<file path="src/rtl/exe_stage_mc_if.sv">
// EX-stage bundle: instruction operands and controls in, registered EX/MEM fields out.
// The master side drives the instruction and pipeline controls; the slave side is the EX stage.
interface exe_stage_mc_if #(
  parameter int WIDTH    = 32,
  parameter int REG_ADDR = 4
) ();
  logic                freeze;
  logic                flush;
  logic                in_valid;
  logic                wb_en_in;
  logic                mem_r_en_in;
  logic                mem_w_en_in;
  logic                status_w_en_in;
  logic [2:0]          exe_cmd;
  logic [REG_ADDR-1:0] dest_in;
  logic [WIDTH-1:0]    val_Rn;
  logic [WIDTH-1:0]    val_Rm;
  logic [WIDTH-1:0]    imm_in;
  logic [WIDTH-1:0]    MEM_wb_value;
  logic [WIDTH-1:0]    WB_wb_value;
  logic                use_imm;
  logic [1:0]          fwd_sel_src1;
  logic [1:0]          fwd_sel_src2;
  logic [3:0]          status_reg_in;
  logic [WIDTH-1:0]    pc_in;
  logic [23:0]         branch_offset;

  logic [WIDTH-1:0]    branch_address;
  logic                busy;
  logic                out_valid;
  logic                wb_en_out;
  logic                mem_r_en_out;
  logic                mem_w_en_out;
  logic                status_w_en_out;
  logic [WIDTH-1:0]    alu_res_out;
  logic [WIDTH-1:0]    val_Rm_out;
  logic [REG_ADDR-1:0] dest_out;
  logic [3:0]          status_out;

  modport master (
    output freeze, flush, in_valid, wb_en_in, mem_r_en_in, mem_w_en_in, status_w_en_in,
           exe_cmd, dest_in, val_Rn, val_Rm, imm_in, MEM_wb_value, WB_wb_value, use_imm,
           fwd_sel_src1, fwd_sel_src2, status_reg_in, pc_in, branch_offset,
    input  branch_address, busy, out_valid, wb_en_out, mem_r_en_out, mem_w_en_out,
           status_w_en_out, alu_res_out, val_Rm_out, dest_out, status_out
  );

  modport slave (
    input  freeze, flush, in_valid, wb_en_in, mem_r_en_in, mem_w_en_in, status_w_en_in,
           exe_cmd, dest_in, val_Rn, val_Rm, imm_in, MEM_wb_value, WB_wb_value, use_imm,
           fwd_sel_src1, fwd_sel_src2, status_reg_in, pc_in, branch_offset,
    output branch_address, busy, out_valid, wb_en_out, mem_r_en_out, mem_w_en_out,
           status_w_en_out, alu_res_out, val_Rm_out, dest_out, status_out
  );
endinterface

</file>
<file path="src/rtl/exe_stage_mc.sv">
// Execute stage with single-cycle ALU ops and a WIDTH-cycle radix-2 shift-add multiplier.
// Multiplies stall upstream through busy; the EX/MEM output register honours freeze and flush.
module exe_stage_mc #(
  parameter int WIDTH    = 32,
  parameter int REG_ADDR = 4
) (
  input logic           clk,
  input logic           rst,
  exe_stage_mc_if.slave ex_io
);
  localparam logic [2:0] CMD_MOV = 3'b000;
  localparam logic [2:0] CMD_ADD = 3'b001;
  localparam logic [2:0] CMD_SUB = 3'b010;
  localparam logic [2:0] CMD_AND = 3'b011;
  localparam logic [2:0] CMD_ORR = 3'b100;
  localparam logic [2:0] CMD_EOR = 3'b101;
  localparam logic [2:0] CMD_MUL = 3'b110;

  localparam logic [1:0] S_IDLE = 2'd0;
  localparam logic [1:0] S_MUL  = 2'd1;
  localparam logic [1:0] S_DONE = 2'd2;

  localparam int               CNT_W    = $clog2(WIDTH);
  localparam logic [CNT_W-1:0] CNT_LAST = CNT_W'(WIDTH - 1);

  logic [1:0]          state_q, state_d;
  logic [CNT_W-1:0]    cnt_q, cnt_d;

  logic [WIDTH-1:0]    acc_q, mcand_q, mplier_q;
  logic [REG_ADDR-1:0] m_dest_q;
  logic [WIDTH-1:0]    m_rm_q;
  logic [3:0]          m_ctl_q;
  logic [1:0]          m_cv_q;

  logic                ov_q, ov_d;
  logic [3:0]          en_q, en_d;
  logic [WIDTH-1:0]    res_q, res_d;
  logic [WIDTH-1:0]    rm_q, rm_d;
  logic [REG_ADDR-1:0] dest_q, dest_d;
  logic [3:0]          st_q, st_d;

  logic [WIDTH-1:0]    op1, fwd_rm, op2;
  logic [WIDTH+3:0]    alu_out;
  logic [3:0]          ctl_in;
  logic                is_mul, mul_start;

  logic signed [25:0]  off_sh;
  logic [WIDTH+25:0]   off_ext;
  logic                unused_bits;

  function automatic logic [WIDTH-1:0] fwd_mux(input logic [1:0]       sel,
                                               input logic [WIDTH-1:0] reg_v,
                                               input logic [WIDTH-1:0] wb_v,
                                               input logic [WIDTH-1:0] mem_v);
    logic [WIDTH-1:0] v;
    case (sel)
      2'b01:   v = wb_v;
      2'b10:   v = mem_v;
      default: v = reg_v;
    endcase
    return v;
  endfunction

  // Returns {N, Z, C, V, result}; logic ops pass C/V through from the current status.
  function automatic logic [WIDTH+3:0] alu_op(input logic [2:0]       cmd,
                                              input logic [WIDTH-1:0] a,
                                              input logic [WIDTH-1:0] b,
                                              input logic [1:0]       cv);
    logic [WIDTH:0]   sum;
    logic [WIDTH-1:0] r;
    logic             c, v;
    sum = '0;
    r   = a;
    c   = cv[1];
    v   = cv[0];
    case (cmd)
      CMD_MOV: r = b;
      CMD_ADD: begin
        sum = {1'b0, a} + {1'b0, b};
        r   = sum[WIDTH-1:0];
        c   = sum[WIDTH];
        v   = (a[WIDTH-1] == b[WIDTH-1]) && (r[WIDTH-1] != a[WIDTH-1]);
      end
      CMD_SUB: begin
        sum = {1'b0, a} + {1'b0, ~b} + {{WIDTH{1'b0}}, 1'b1};
        r   = sum[WIDTH-1:0];
        c   = sum[WIDTH];
        v   = (a[WIDTH-1] != b[WIDTH-1]) && (r[WIDTH-1] != a[WIDTH-1]);
      end
      CMD_AND: r = a & b;
      CMD_ORR: r = a | b;
      CMD_EOR: r = a ^ b;
      default: r = a;
    endcase
    return {r[WIDTH-1], (r == '0), c, v, r};
  endfunction

  assign op1     = fwd_mux(ex_io.fwd_sel_src1, ex_io.val_Rn, ex_io.WB_wb_value, ex_io.MEM_wb_value);
  assign fwd_rm  = fwd_mux(ex_io.fwd_sel_src2, ex_io.val_Rm, ex_io.WB_wb_value, ex_io.MEM_wb_value);
  assign op2     = ex_io.use_imm ? ex_io.imm_in : fwd_rm;
  assign alu_out = alu_op(ex_io.exe_cmd, op1, op2, ex_io.status_reg_in[1:0]);
  assign ctl_in  = {ex_io.wb_en_in, ex_io.mem_r_en_in, ex_io.mem_w_en_in, ex_io.status_w_en_in};
  assign is_mul  = (ex_io.exe_cmd == CMD_MUL);

  assign mul_start = (state_q == S_IDLE) && ex_io.in_valid && is_mul && !ex_io.flush;

  assign ex_io.busy = ((state_q == S_IDLE) && ex_io.in_valid && is_mul) ||
                      (state_q == S_MUL) ||
                      ((state_q == S_DONE) && ex_io.freeze);

  // Word offset sign-extended past any WIDTH, then wrapped to WIDTH bits.
  assign off_sh              = {ex_io.branch_offset, 2'b00};
  assign off_ext             = {{WIDTH{off_sh[25]}}, off_sh};
  assign ex_io.branch_address = ex_io.pc_in + off_ext[WIDTH-1:0];
  assign unused_bits          = ^{ex_io.status_reg_in[3:2], off_ext[WIDTH+25:WIDTH]};

  always_comb begin
    state_d = state_q;
    cnt_d   = cnt_q;
    if (ex_io.flush) begin
      state_d = S_IDLE;
      cnt_d   = '0;
    end else begin
      case (state_q)
        S_IDLE: if (ex_io.in_valid && is_mul) begin
          state_d = S_MUL;
          cnt_d   = '0;
        end
        S_MUL: begin
          cnt_d = cnt_q + 1'b1;
          if (cnt_q == CNT_LAST) state_d = S_DONE;
        end
        S_DONE: if (!ex_io.freeze) state_d = S_IDLE;
        default: state_d = S_IDLE;
      endcase
    end
  end

  always_ff @(posedge clk or posedge rst) begin
    if (rst) begin
      state_q <= S_IDLE;
      cnt_q   <= '0;
    end else begin
      state_q <= state_d;
      cnt_q   <= cnt_d;
    end
  end

  // Multiplier datapath: operands captured on accept, one shift-add step per MUL cycle.
  always_ff @(posedge clk) begin
    if (mul_start) begin
      acc_q    <= '0;
      mcand_q  <= op1;
      mplier_q <= op2;
      m_dest_q <= ex_io.dest_in;
      m_rm_q   <= fwd_rm;
      m_ctl_q  <= ctl_in;
      m_cv_q   <= ex_io.status_reg_in[1:0];
    end else if (state_q == S_MUL) begin
      acc_q    <= acc_q + (mplier_q[0] ? mcand_q : '0);
      mcand_q  <= mcand_q << 1;
      mplier_q <= mplier_q >> 1;
    end
  end

  // EX/MEM output register: freeze holds everything, otherwise a bubble unless a result is ready.
  always_comb begin
    ov_d   = ov_q;
    en_d   = en_q;
    res_d  = res_q;
    rm_d   = rm_q;
    dest_d = dest_q;
    st_d   = st_q;
    if (!ex_io.freeze) begin
      ov_d = 1'b0;
      en_d = '0;
      if (!ex_io.flush) begin
        if ((state_q == S_IDLE) && ex_io.in_valid && !is_mul) begin
          ov_d   = 1'b1;
          en_d   = ctl_in;
          res_d  = alu_out[WIDTH-1:0];
          rm_d   = fwd_rm;
          dest_d = ex_io.dest_in;
          st_d   = alu_out[WIDTH+3:WIDTH];
        end else if (state_q == S_DONE) begin
          ov_d   = 1'b1;
          en_d   = m_ctl_q;
          res_d  = acc_q;
          rm_d   = m_rm_q;
          dest_d = m_dest_q;
          st_d   = {acc_q[WIDTH-1], (acc_q == '0), m_cv_q};
        end
      end
    end
  end

  always_ff @(posedge clk or posedge rst) begin
    if (rst) begin
      ov_q   <= 1'b0;
      en_q   <= '0;
      res_q  <= '0;
      rm_q   <= '0;
      dest_q <= '0;
      st_q   <= '0;
    end else begin
      ov_q   <= ov_d;
      en_q   <= en_d;
      res_q  <= res_d;
      rm_q   <= rm_d;
      dest_q <= dest_d;
      st_q   <= st_d;
    end
  end

  assign ex_io.out_valid       = ov_q;
  assign ex_io.wb_en_out       = en_q[3];
  assign ex_io.mem_r_en_out    = en_q[2];
  assign ex_io.mem_w_en_out    = en_q[1];
  assign ex_io.status_w_en_out = en_q[0];
  assign ex_io.alu_res_out     = res_q;
  assign ex_io.val_Rm_out      = rm_q;
  assign ex_io.dest_out        = dest_q;
  assign ex_io.status_out      = st_q;
endmodule

</file>
<file path="src/flat_wrapper.sv">
// flat-port wrapper written by rule: the top's interface ports become plain ports
module exe_stage_mc_flat 
#(
  parameter int WIDTH    = 32,
  parameter int REG_ADDR = 4
)
  (clk, rst, ex_io_freeze, ex_io_flush, ex_io_in_valid, ex_io_wb_en_in, ex_io_mem_r_en_in, ex_io_mem_w_en_in, ex_io_status_w_en_in, ex_io_exe_cmd, ex_io_dest_in, ex_io_val_Rn, ex_io_val_Rm, ex_io_imm_in, ex_io_MEM_wb_value, ex_io_WB_wb_value, ex_io_use_imm, ex_io_fwd_sel_src1, ex_io_fwd_sel_src2, ex_io_status_reg_in, ex_io_pc_in, ex_io_branch_offset, ex_io_branch_address, ex_io_busy, ex_io_out_valid, ex_io_wb_en_out, ex_io_mem_r_en_out, ex_io_mem_w_en_out, ex_io_status_w_en_out, ex_io_alu_res_out, ex_io_val_Rm_out, ex_io_dest_out, ex_io_status_out);
  exe_stage_mc_if #(.WIDTH(WIDTH), .REG_ADDR(REG_ADDR)) ex_io_i ();
  input logic clk;
  input logic rst;
  input wire logic [$bits(ex_io_i.freeze)-1:0] ex_io_freeze;
  input wire logic [$bits(ex_io_i.flush)-1:0] ex_io_flush;
  input wire logic [$bits(ex_io_i.in_valid)-1:0] ex_io_in_valid;
  input wire logic [$bits(ex_io_i.wb_en_in)-1:0] ex_io_wb_en_in;
  input wire logic [$bits(ex_io_i.mem_r_en_in)-1:0] ex_io_mem_r_en_in;
  input wire logic [$bits(ex_io_i.mem_w_en_in)-1:0] ex_io_mem_w_en_in;
  input wire logic [$bits(ex_io_i.status_w_en_in)-1:0] ex_io_status_w_en_in;
  input wire logic [$bits(ex_io_i.exe_cmd)-1:0] ex_io_exe_cmd;
  input wire logic [$bits(ex_io_i.dest_in)-1:0] ex_io_dest_in;
  input wire logic [$bits(ex_io_i.val_Rn)-1:0] ex_io_val_Rn;
  input wire logic [$bits(ex_io_i.val_Rm)-1:0] ex_io_val_Rm;
  input wire logic [$bits(ex_io_i.imm_in)-1:0] ex_io_imm_in;
  input wire logic [$bits(ex_io_i.MEM_wb_value)-1:0] ex_io_MEM_wb_value;
  input wire logic [$bits(ex_io_i.WB_wb_value)-1:0] ex_io_WB_wb_value;
  input wire logic [$bits(ex_io_i.use_imm)-1:0] ex_io_use_imm;
  input wire logic [$bits(ex_io_i.fwd_sel_src1)-1:0] ex_io_fwd_sel_src1;
  input wire logic [$bits(ex_io_i.fwd_sel_src2)-1:0] ex_io_fwd_sel_src2;
  input wire logic [$bits(ex_io_i.status_reg_in)-1:0] ex_io_status_reg_in;
  input wire logic [$bits(ex_io_i.pc_in)-1:0] ex_io_pc_in;
  input wire logic [$bits(ex_io_i.branch_offset)-1:0] ex_io_branch_offset;
  output wire logic [$bits(ex_io_i.branch_address)-1:0] ex_io_branch_address;
  output wire logic [$bits(ex_io_i.busy)-1:0] ex_io_busy;
  output wire logic [$bits(ex_io_i.out_valid)-1:0] ex_io_out_valid;
  output wire logic [$bits(ex_io_i.wb_en_out)-1:0] ex_io_wb_en_out;
  output wire logic [$bits(ex_io_i.mem_r_en_out)-1:0] ex_io_mem_r_en_out;
  output wire logic [$bits(ex_io_i.mem_w_en_out)-1:0] ex_io_mem_w_en_out;
  output wire logic [$bits(ex_io_i.status_w_en_out)-1:0] ex_io_status_w_en_out;
  output wire logic [$bits(ex_io_i.alu_res_out)-1:0] ex_io_alu_res_out;
  output wire logic [$bits(ex_io_i.val_Rm_out)-1:0] ex_io_val_Rm_out;
  output wire logic [$bits(ex_io_i.dest_out)-1:0] ex_io_dest_out;
  output wire logic [$bits(ex_io_i.status_out)-1:0] ex_io_status_out;
  assign ex_io_i.freeze = ex_io_freeze;
  assign ex_io_i.flush = ex_io_flush;
  assign ex_io_i.in_valid = ex_io_in_valid;
  assign ex_io_i.wb_en_in = ex_io_wb_en_in;
  assign ex_io_i.mem_r_en_in = ex_io_mem_r_en_in;
  assign ex_io_i.mem_w_en_in = ex_io_mem_w_en_in;
  assign ex_io_i.status_w_en_in = ex_io_status_w_en_in;
  assign ex_io_i.exe_cmd = ex_io_exe_cmd;
  assign ex_io_i.dest_in = ex_io_dest_in;
  assign ex_io_i.val_Rn = ex_io_val_Rn;
  assign ex_io_i.val_Rm = ex_io_val_Rm;
  assign ex_io_i.imm_in = ex_io_imm_in;
  assign ex_io_i.MEM_wb_value = ex_io_MEM_wb_value;
  assign ex_io_i.WB_wb_value = ex_io_WB_wb_value;
  assign ex_io_i.use_imm = ex_io_use_imm;
  assign ex_io_i.fwd_sel_src1 = ex_io_fwd_sel_src1;
  assign ex_io_i.fwd_sel_src2 = ex_io_fwd_sel_src2;
  assign ex_io_i.status_reg_in = ex_io_status_reg_in;
  assign ex_io_i.pc_in = ex_io_pc_in;
  assign ex_io_i.branch_offset = ex_io_branch_offset;
  assign ex_io_branch_address = ex_io_i.branch_address;
  assign ex_io_busy = ex_io_i.busy;
  assign ex_io_out_valid = ex_io_i.out_valid;
  assign ex_io_wb_en_out = ex_io_i.wb_en_out;
  assign ex_io_mem_r_en_out = ex_io_i.mem_r_en_out;
  assign ex_io_mem_w_en_out = ex_io_i.mem_w_en_out;
  assign ex_io_status_w_en_out = ex_io_i.status_w_en_out;
  assign ex_io_alu_res_out = ex_io_i.alu_res_out;
  assign ex_io_val_Rm_out = ex_io_i.val_Rm_out;
  assign ex_io_dest_out = ex_io_i.dest_out;
  assign ex_io_status_out = ex_io_i.status_out;
  exe_stage_mc #(.WIDTH(WIDTH), .REG_ADDR(REG_ADDR)) u_core (.clk(clk), .rst(rst), .ex_io(ex_io_i));
endmodule
</file>
<file path="config.mk">
export PLATFORM = sky130hd
export DESIGN_NAME = exe_stage_mc_flat
export DESIGN_NICKNAME = d
export VERILOG_FILES = /design/src/rtl/exe_stage_mc_if.sv /design/src/rtl/exe_stage_mc.sv /design/src/flat_wrapper.sv
export SDC_FILE = /design/constraint.sdc
export NUM_CORES = 1
export LEC_CHECK = 0
export BUFFER_PORTS_ARGS = -buffer_cell sky130_fd_sc_hd__buf_2
export CAP_MARGIN = 10
export CORE_MARGIN = 3
export CORE_UTILIZATION = 55
export DETAILED_ROUTE_END_ITERATION = 7
export GPL_ROUTABILITY_DRIVEN = 0
export GPL_TIMING_DRIVEN = 0
export PLACE_DENSITY_LB_ADDON = 0.1
export SYNTH_ARGS = -nofsm -noshare
export SYNTH_HDL_FRONTEND = slang
export SYNTH_SLANG_ARGS = --single-unit
</file>
<file path="constraint.sdc">
create_clock -name clk -period 4.5 [get_ports clk]
set_clock_uncertainty 0.2 [all_clocks]
set_input_delay 0.45 -clock clk [delete_from_list [all_inputs] [get_ports clk]]
set_output_delay 0.45 -clock clk [all_outputs]
set_load 0.005 [all_outputs]
</file>
Word level (Yosys, flattened, before mapping). Index checks and enable logic that the tools add are counted.

Register bits: 222. Input port bits: 241. Output and inout port bits: 110. Word-level logic and storage cells: 102.

Add/subtract/negate cells: 6. Equal/unequal tests: 20. Multiplexer cells: 33. Bitwise operators: 6. Reductions and logical operators: 22.

Operators with widths (number): 2-to-1 mux 32 bit (10); case mux 32 bit (6 select lines) (1); case mux 32 bit (2 select lines) (2); adder 32 x 32 -> 33 bit (2); adder 32 bit (2); logical NOT 32 bit (2); adder 33 x 1 -> 33 bit, second input constant (1); bitwise AND 32 bit (1); NOT 32 bit (1); OR 32 bit (1); XOR 32 bit (1); 2-to-1 mux 4 bit (7); 2-to-1 mux 5 bit (2); case mux 5 bit (2 select lines) (1); == test 3 bit, second input constant (3); != test 3 bit, second input constant (3); logical AND 1 bit (8); 2-to-1 mux 2 bit (4); == test 2 x 1 -> 1 bit, second input constant (3); == test 2 bit, second input constant (3); == test 3 x 2 -> 1 bit, second input constant (2); case mux 2 bit (3 select lines) (1); AND reduction 3 bit (2); adder 5 x 1 -> 5 bit, second input constant (1); 14 further kinds (23).

Longest topological paths before layout. Gate-level depths: netlist (run 1).

Word-level depth: 10. Gate-level depth with buffers: 23. Depth with buffers taken out: 19.

Least setup slack after synthesis (run 1). OpenSTA, ideal clock, no wires.

Kind: input to register. Start: in ex_io_fwd_sel_src1[0]. End: reg u_core.res_q[30] (netlist: u_core.ex_io.alu_res_out[30]). Library setup time: 119 ps. Arrival: 4750 ps. Required time: 4181 ps. Path slack: -569 ps. Cell stages on the path: 21. Path buffers: 5. Cells stage by stage: inv_1 -> ha_1 -> buf_2 -> buf_1 -> clkbuf_1 -> buf_1 -> o21ai_0 -> ha_1 -> buf_2 -> a21oi_1 -> nor2_1 -> a2111oi_1 -> o2111ai_1 -> a31oi_1 -> o21ai_1 -> a21oi_1 -> mux2i_1 -> a221o_1 -> o21ai_0 -> o21ai_0 -> o21a_1.

Word-level cells in the longest chain between the ends: 6. Elaborated cells on any way between the ends: 11. Those cells by class: add/sub (3); eq/ne (2); mux (3); bitwise (3).

Ends and longest elaborated chain: start, declared (line flat_wrapper.sv:26) `input wire logic [$bits(ex_io_i.fwd_sel_src1)-1:0] ex_io_fwd_sel_src1;`; == test 2 bit or == test 2 x 1 -> 1 bit (tied branches) (line exe_stage_mc.sv:56) `case (sel)`; case mux 32 bit (2 select lines) * (line exe_stage_mc.sv:56); adder 32 x 32 -> 33 bit (line exe_stage_mc.sv:85) `sum = {1'b0, a} + {1'b0, ~b} + {{WIDTH{1'b0}}, 1'b1};`; adder 33 x 1 -> 33 bit (line exe_stage_mc.sv:85); case mux 32 bit (6 select lines) * (line exe_stage_mc.sv:76) `case (cmd)`; 2-to-1 mux 32 bit * (line exe_stage_mc.sv:178) `if ((state_q == S_IDLE) && ex_io.in_valid && !is_mul) begin`; end signal, assigned (line exe_stage_mc.sv:208) `res_q <= res_d;`; end, declared (line exe_stage_mc.sv:37) `logic [WIDTH-1:0] res_q, res_d;`.

Every way passes the cells marked *; elsewhere a longest branch is shown, timed or not. A chain may end at the register's enable or synchronous reset.

Worst setup path in the final report (run 1).
Start: in ex_io_fwd_sel_src1[1]. End: reg u_core.st_q[2] (netlist: u_core.ex_io.status_out[2]).

Word-level cells in the longest chain between the ends: 7. Elaborated cells on any way between the ends: 12. Those cells by class: add/sub (3); eq/ne (2); mux (3); bitwise (3); reduce/logical (1).

Ends and longest elaborated chain: == test 2 bit or == test 2 x 1 -> 1 bit (tied branches) (line exe_stage_mc.sv:56); case mux 32 bit (2 select lines) * (line exe_stage_mc.sv:56); adder 32 x 32 -> 33 bit (line exe_stage_mc.sv:85); adder 33 x 1 -> 33 bit (line exe_stage_mc.sv:85); case mux 32 bit (6 select lines) * (line exe_stage_mc.sv:76); logical NOT 32 bit * (line exe_stage_mc.sv:95) `return {r[WIDTH-1], (r == '0), c, v, r};`; 2-to-1 mux 4 bit * (line exe_stage_mc.sv:178); end signal, assigned (line exe_stage_mc.sv:211) `st_q <= st_d;`; end, declared (line exe_stage_mc.sv:40) `logic [3:0] st_q, st_d;`.

Marked as above.

==> run metrics, run 1 <==
Placed Cells 3188; worst-skew pair later-pin latency 0.56 ns; syn avg cell area 8.03 um^2; #FFs+latches synth 221; Synth area leaders edfxtp_1 (17%), dfrtp_1 (11%), ha_1 (11%); number of synthesized flops with an enable pin 106; Worst Hold Class input port to flip-flop; Post-synth ARST share 0.376; CP Launch Point ex_io_fwd_sel_src1[1]; clk buf depth 3; crit share post-route 1.07; antenna viol nets, final 0; critical path arrival 5.06 ns; Worst Path Class, Setup input port to flip-flop; Finished Layout Cells 3298; io pins 351; TritonRoute pass-1 iters 8; startpoint types input port; relative slew slack 0.237; H-tree levels 1; post-synthesis xor/xnor area fraction 0.0332; Most used DFF post-synth edfxtp_1; status complete, but fails checks; global route overflow 0; largest family of logic cells by synthesized area compound AO/OA/AOI/OAI gates; DRC viols 18; PwrDens 385 nW/um^2; via/cell ratio 6.62; fin. max-slew vios 0; Post-Syn Area 19200 um^2; nets 3237; Synth Area in Compound Gates 0.276; first-pass GRT wire length 113000 um; vias 21800; Worst-Margin Slew 1.14 ns; total detailed-routing wirelength 77000 um; wire length per cell 23.4 um; Post-DP HPWL 57600 um; # rows 67; max_cap viols 0; Num CTS Buffers 26; Final Hold Viols 0; area leader, netlist edfxtp_1; die extent in x 193 um; failing checks design-rule violations, negative setup slack; critical path endpoint category flip-flop; Leakage 10.7 nW; synthesis warning total 0; final setup fails 3; register area share after synthesis 0.307; worst vdd ir 0.340 mV; top cells by count, synth nand2_1 (345), o21ai_0 (246), nor2_1 (183); count leader, synth nand2_1; initial antenna violation count 5; Synth-to-Final Area Change 27.7%; clk root buf clkbuf_16; RSZ-0062 raised after global routing true; maximum clock rate 0.208 GHz; CTS clk-pin slew, worst paths 0.06 ns; fin util 0.722; Worst Hold Launch ex_io_val_Rm[2]; reg2reg start u_core.mplier_q[0]; cell count after synthesis 2395; Starting Density 0.565; WP data required 4.75 ns; vias in the first global route 20600; Yosys top cell area share 0.166; Die Ht 193 um; largest fanout on the critical path 10; Post-Synth Simple-Gate Area 0.182; Final min period 4.81 ns; die outline area 37200 um^2; Post-Synth Adder-Cell Area 0.110; gr usage total 0.388; post-synthesis mux area share 0.0334; clock sinks 221; Synth cell types 95; setup_tns -0.502 ns; CORE AREA 34000 um^2; largest net degree at the start of global routing 49; Syn Nets 2802; CTS tree done; number of I/O port buffers 342; share of cells above drive strength 1 0.254; final setup margin -0.308 ns; Initial DRC Count 2813
## state kept, by name, indices dropped and copies added (netlist names)
signal,flops
u_core.mcand_q,32
u_core.m_cv_q,2
u_core.ex_io.alu_res_out,32
u_core.state_q,2
u_core.ex_io.dest_out,4
u_core.m_dest_q,4
u_core.acc_q,32
u_core.ex_io.out_valid,1
u_core.en_q,4
u_core.mplier_q,32
u_core.cnt_q,5
u_core.m_ctl_q,4
u_core.ex_io.status_out,3
u_core.ex_io.val_Rm_out,32
u_core.m_rm_q,32
## cells by family after synthesis
| kind of cell | after synthesis |
|---|---|
| AO/OA/AOI/OAI | 812 |
| AND/OR/NAND/NOR | 776 |
| buffers and inverters | 287 |
| flip-flops | 221 |
| adder cells (fa/ha/maj) | 166 |
| XOR/XNOR | 73 |
| multiplexers | 60 |
## routing by layer
metal  part of all wire  GRT usage  up-vias  wire, um
met2               0.44      0.619     1627     34300
met1               0.36      0.481    10200     27600
met4              0.073      0.234        0      5630
li1                   -          -     9597         -
met5                  0          0        -         0
met3               0.12     0.0884      402      9560
## critical path: stages
cell      delay [ns]
buf_2           0.12
inv_1           0.07
ha_2            0.24
clkbuf_8        0.20
clkbuf_8        0.19
a22oi_1         0.14
o21ai_4         0.31
ha_2            0.33
nor2b_1         0.33
nor4_4          0.08
a211oi_2        0.49
a21oi_4         0.17
o41ai_4         0.43
xor2_1          0.13
o221ai_1        0.17
o21ai_0         0.30
and2_1          0.27
and4_1          0.19
and4_1          0.21
a31o_1          0.22
## where the power goes
group          total, W  internal [W]  switching (W)
combinational   0.00455       0.00185        0.00270
clock           0.00213       0.00123       0.000898
sequential      0.00278       0.00246       0.000319
## path summary, 6_finish.rpt
path	cells past startpoint	end	slack (ns)
max	20	u_core.ex_io.status_out[2]	-0.31
min	2	u_core.m_rm_q[2]	0.04
max reg2reg	16	u_core.acc_q[30]	0.17
min reg2reg	2	u_core.ex_io.alu_res_out[2]	0.27
max in group asynchronous	4	u_core.ex_io.alu_res_out[11]	3.17
min in group asynchronous	3	u_core.ex_io.dest_out[3]	0.29
## timing repair
action                                 4_1_cts  5_1_grt
pin swaps                                   30       27
resized for setup                          202      137
endpoints found under the hold margin       52        0
buffers inserted                            36       13
setup endpoints to repair                   28       20
hold buffers                                12        0
cloned                                       1        0
## final cells by class
cell class	count	area (um^2)
antenna	2	5.00
buffer	152	922
clock buffer	35	756
clock inverter	11	87.6
fill	2707	9470
inverter	134	517
multi-input combinational	1887	13500
sequential	221	5900
tap	448	561
timing repair buffer	408	2330
## through the flow
| step | cell area, um^2 | total power, W | hold WS [ns] | setup WS [ns] |
|---|---|---|---|---|
| 2_1_floorplan | 19500 | 0.00533 | 0.234 | -0.101 |
| 3_3_place_gp | 21800 | 0.00649 | 0.247 | -1.86 |
| 3_5_place_dp | 21800 | 0.00661 | 0.264 | -1.97 |
| 4_1_cts | 23900 | 0.00902 | 0.0275 | -0.0528 |
| 5_1_grt | 24600 | 0.00989 | 0.0480 | -0.398 |
| 6_report | 24600 | 0.00946 | 0.0447 | -0.308 |
## placed cells by master (no fill, tap or decap), types with 17 or more instances in the layout
cell type | synthesis | routed
a21o_1 | 29 | 29
a21oi_1 | 162 | 150
a221o_1 | 34 | 34
a22oi_1 | 53 | 49
a31oi_1 | 53 | 47
and2_1 | 39 | 38
buf_2 | 25 | 357
buf_4 | 4 | 64
clkbuf_1 | 110 | 87
clkbuf_16 | 0 | 30
dfrtp_1 | 83 | 83
dfxtp_1 | 32 | 32
edfxtp_1 | 106 | 106
ha_1 | 162 | 143
inv_1 | 128 | 110
inv_2 | 4 | 19
mux2i_1 | 48 | 31
nand2_1 | 345 | 345
nand2b_1 | 26 | 24
nand3_1 | 29 | 28
nor2_1 | 183 | 176
nor2b_1 | 27 | 25
nor3_1 | 43 | 41
o211ai_1 | 17 | 17
o21a_1 | 19 | 19
o21ai_0 | 246 | 194
o21ai_1 | 9 | 24
o21ai_2 | 1 | 18
o21ai_4 | 0 | 20
xnor2_1 | 53 | 53
xor2_1 | 20 | 20
(Power assumes the default switching activity.)
==> run 2, diff against run 1 <==
--- a/config.mk
+++ b/config.mk
@@ -7,8 +7,10 @@
 export LEC_CHECK = 0
 export BUFFER_PORTS_ARGS = -buffer_cell sky130_fd_sc_hd__buf_2
 export CAP_MARGIN = 10
+export CORE_ASPECT_RATIO = 1.75
 export CORE_MARGIN = 3
 export CORE_UTILIZATION = 55
+export CTS_CLUSTER_SIZE = 16
 export DETAILED_ROUTE_END_ITERATION = 7
 export GPL_ROUTABILITY_DRIVEN = 0
 export GPL_TIMING_DRIVEN = 0
==> run 2 against run 1 <==
Effect of this change:
- the flow still finishes with violations (design-rule violations, negative setup slack)
- non-clock buffer count rose by 60
- clock-buffer cell count fell by 9
- final cell count rose by 2.0%
- largest power group unchanged
- register-to-register slack barely moved
- via count rose by 2.7%
- wire length rose by 13%
- clock power fell by 9%
==> run metrics, run 2 (synthesis results as in run 1) <==
relative slew slack 0.200 (was 0.237); WP data required 4.78 ns (was 4.75 ns); Starting Density 0.558 (was 0.565); nets 3293 (was 3237); share of cells above drive strength 1 0.276 (was 0.254); max_cap viols 0 (unchanged); Synth-to-Final Area Change 30.5% (was 27.7%); most frequent cells in the layout buf_2 (357), nand2_1 (345), o21ai_0 (196) (was buf_2 (357), nand2_1 (345), o21ai_0 (194)); worst r2r dst u_core.acc_q[30] (unchanged); failing checks design-rule violations, negative setup slack (unchanged); antenna viol nets, final 0 (unchanged); Sw Ratio 0.432 (was 0.414); number of I/O port buffers 342 (unchanged); die outline area 37300 um^2 (was 37200 um^2); CTS tree done (unchanged); worst-skew pair later-pin latency 0.56 ns (about the same); Comb power frac 0.506 (was 0.481); fin. max-slew vios 0 (unchanged); Leakage 11.0 nW (was 10.7 nW); # rows 90 (was 67); CTS clk-pin slew, worst paths 0.07 ns (was 0.06 ns); via/cell ratio 6.67 (was 6.62); final setup margin -0.579 ns (was -0.308 ns); total detailed-routing wirelength 86800 um (was 77000 um); WHS 0.0540 ns (was 0.0447 ns); clk root buf clkbuf_16 (unchanged); DRC viols 4 (was 18); Post-DP HPWL 64300 um (was 57600 um); first-pass GRT wire length 126000 um (was 113000 um); global route overflow 0 (unchanged); Int Power 0.00541 W (was 0.00554 W); clock group share of total power 0.203 (was 0.225); vias 22400 (was 21800); critical path endpoint category flip-flop (unchanged); part of the power in registers 0.291 (was 0.294); Final min period 5.08 ns (was 4.81 ns); startpoint types input port (unchanged); CP Launch Point ex_io_fwd_sel_src2[0] (was ex_io_fwd_sel_src1[1]); wire length per cell 25.8 um (was 23.4 um); FILL cells 2694 (was 2707); final setup fails 10 (was 3); vias in the first global route 21900 (was 20600); largest net degree at the start of global routing 48 (was 49); reg2reg start u_core.mplier_q[0] (unchanged); maximum clock rate 0.197 GHz (was 0.208 GHz); TritonRoute pass-1 iters 8 (unchanged); crit share post-route 1.13 (was 1.07); Worst Hold Class input port to flip-flop (unchanged); Initial DRC Count 2611 (was 2813); Worst-Margin Slew 1.20 ns (was 1.14 ns); Worst Reg2Reg Path Length in Cells 15 (was 16); die extent in x 147 um (was 193 um); clock sinks 221 (unchanged); largest fanout on the critical path 10 (unchanged); hold depth 3 (was 2); Final Hold Viols 0 (unchanged); gr usage total 0.441 (was 0.388); status complete, but fails checks (unchanged); worst vdd ir 0.253 mV (was 0.340 mV); Die Ht 253 um (was 193 um); RSZ-0062 raised after global routing true (unchanged); most common cell after layout, fill and taps aside buf_2 (unchanged); Worst Hold Launch ex_io_val_Rm[16] (was ex_io_val_Rm[2]); setup_tns -2.11 ns (was -0.502 ns); fin util 0.728 (was 0.722); WHS Endpoint u_core.m_rm_q[16] (was u_core.m_rm_q[2]); Worst Path Class, Setup input port to flip-flop (unchanged); clk buf depth 3 (unchanged); R2R Setup Slk 0.18 ns (was 0.17 ns); CORE AREA 34500 um^2 (was 34000 um^2); initial antenna violation count 3 (was 5); Power Total 0.00951 W (was 0.00946 W); critical path arrival 5.36 ns (was 5.06 ns); sw power 0.00411 W (was 0.00392 W); io pins 351 (unchanged); Num CTS Buffers 22 (was 26); PwrDens 379 nW/um^2 (was 385 nW/um^2); H-tree levels 1 (unchanged)
run 2: final cells by class:
type	instances	area (um^2)	share of cell area
Multi-Input combinational cell	1887	13600	0.542
Sequential cell	221	5900	0.235
Timing Repair Buffer	467	2850	0.113
Buffer	153	931	0.0371
Clock buffer	26	607	0.0242
Tap cell	460	576	0.0229
Inverter	134	517	0.0206
Clock inverter	14	105	0.00419
Antenna cell	1	2.50	0.0000997
run 2: how the worst max path moves through the flow:
stage	to	slack, ns	depth (start not counted)
4_1_cts	u_core.ex_io.status_out[2]	-0.25	21
5_1_grt	u_core.ex_io.status_out[2]	-0.57	23
6_report	u_core.ex_io.status_out[2]	-0.58	23
2_1_floorplan	u_core.ex_io.status_out[2]	-0.10	20
3_5_place_dp	u_core.ex_io.status_out[2]	-2.60	21
3_3_place_gp	u_core.ex_io.status_out[2]	-2.62	19
run 2: timing repair:
item | in CTS | in global routing
pin swaps | 46 | 36
setup endpoints to repair | 29 | 29
hold buffers | 12 | 0
endpoints found under the hold margin | 51 | 0
resized for setup | 256 | 116
buffers inserted | 89 | 23
run 2: layer usage:
metal	vias up	GRT usage	routed length, um
li1	9700	-	-
met1	10300	0.449	26700
met2	1750	0.730	39800
met3	655	0.101	9090
met4	2	0.431	11200
met5	-	0	7
run 2: per-stage QoR:
step,std cells,worst slack [ns],cell area [um^2]
after global routing,3362,-0.571,25100
after global placement,3197,-2.62,21800
after CTS,3343,-0.247,24500
after floorplan,2395,-0.101,19500
after detailed placement,3202,-2.60,21900
final,3363,-0.579,25100
run 2: power by group through the flow:
| stage | clock network, W | logic, W | registers, W |
|---|---|---|---|
| finish | 0.00193 | 0.00481 | 0.00277 |
| global placement | 0 | 0.00379 | 0.00278 |
| detailed placement | 0 | 0.00390 | 0.00279 |
| global route | 0.00197 | 0.00510 | 0.00280 |
| CTS | 0.00188 | 0.00439 | 0.00275 |
| floorplan | 0 | 0.00261 | 0.00272 |
run 2: critical path: stages:
cell      delay (ns)
buf_8           0.09
inv_8           0.03
ha_4            0.16
buf_8           0.14
clkbuf_4        0.21
a22oi_2         0.40
o21ai_4         0.14
mux2i_4         0.47
buf_4           0.23
inv_1           0.04
ha_1            0.24
nor2_1          0.21
a221oi_4        0.12
o31ai_2         0.31
a31o_2          0.23
a21oi_4         0.07
buf_4           0.18
a311oi_2        0.29
o221ai_1        0.17
a22oi_2         0.45
and4_4          0.34
and4_4          0.23
a31o_1          0.14
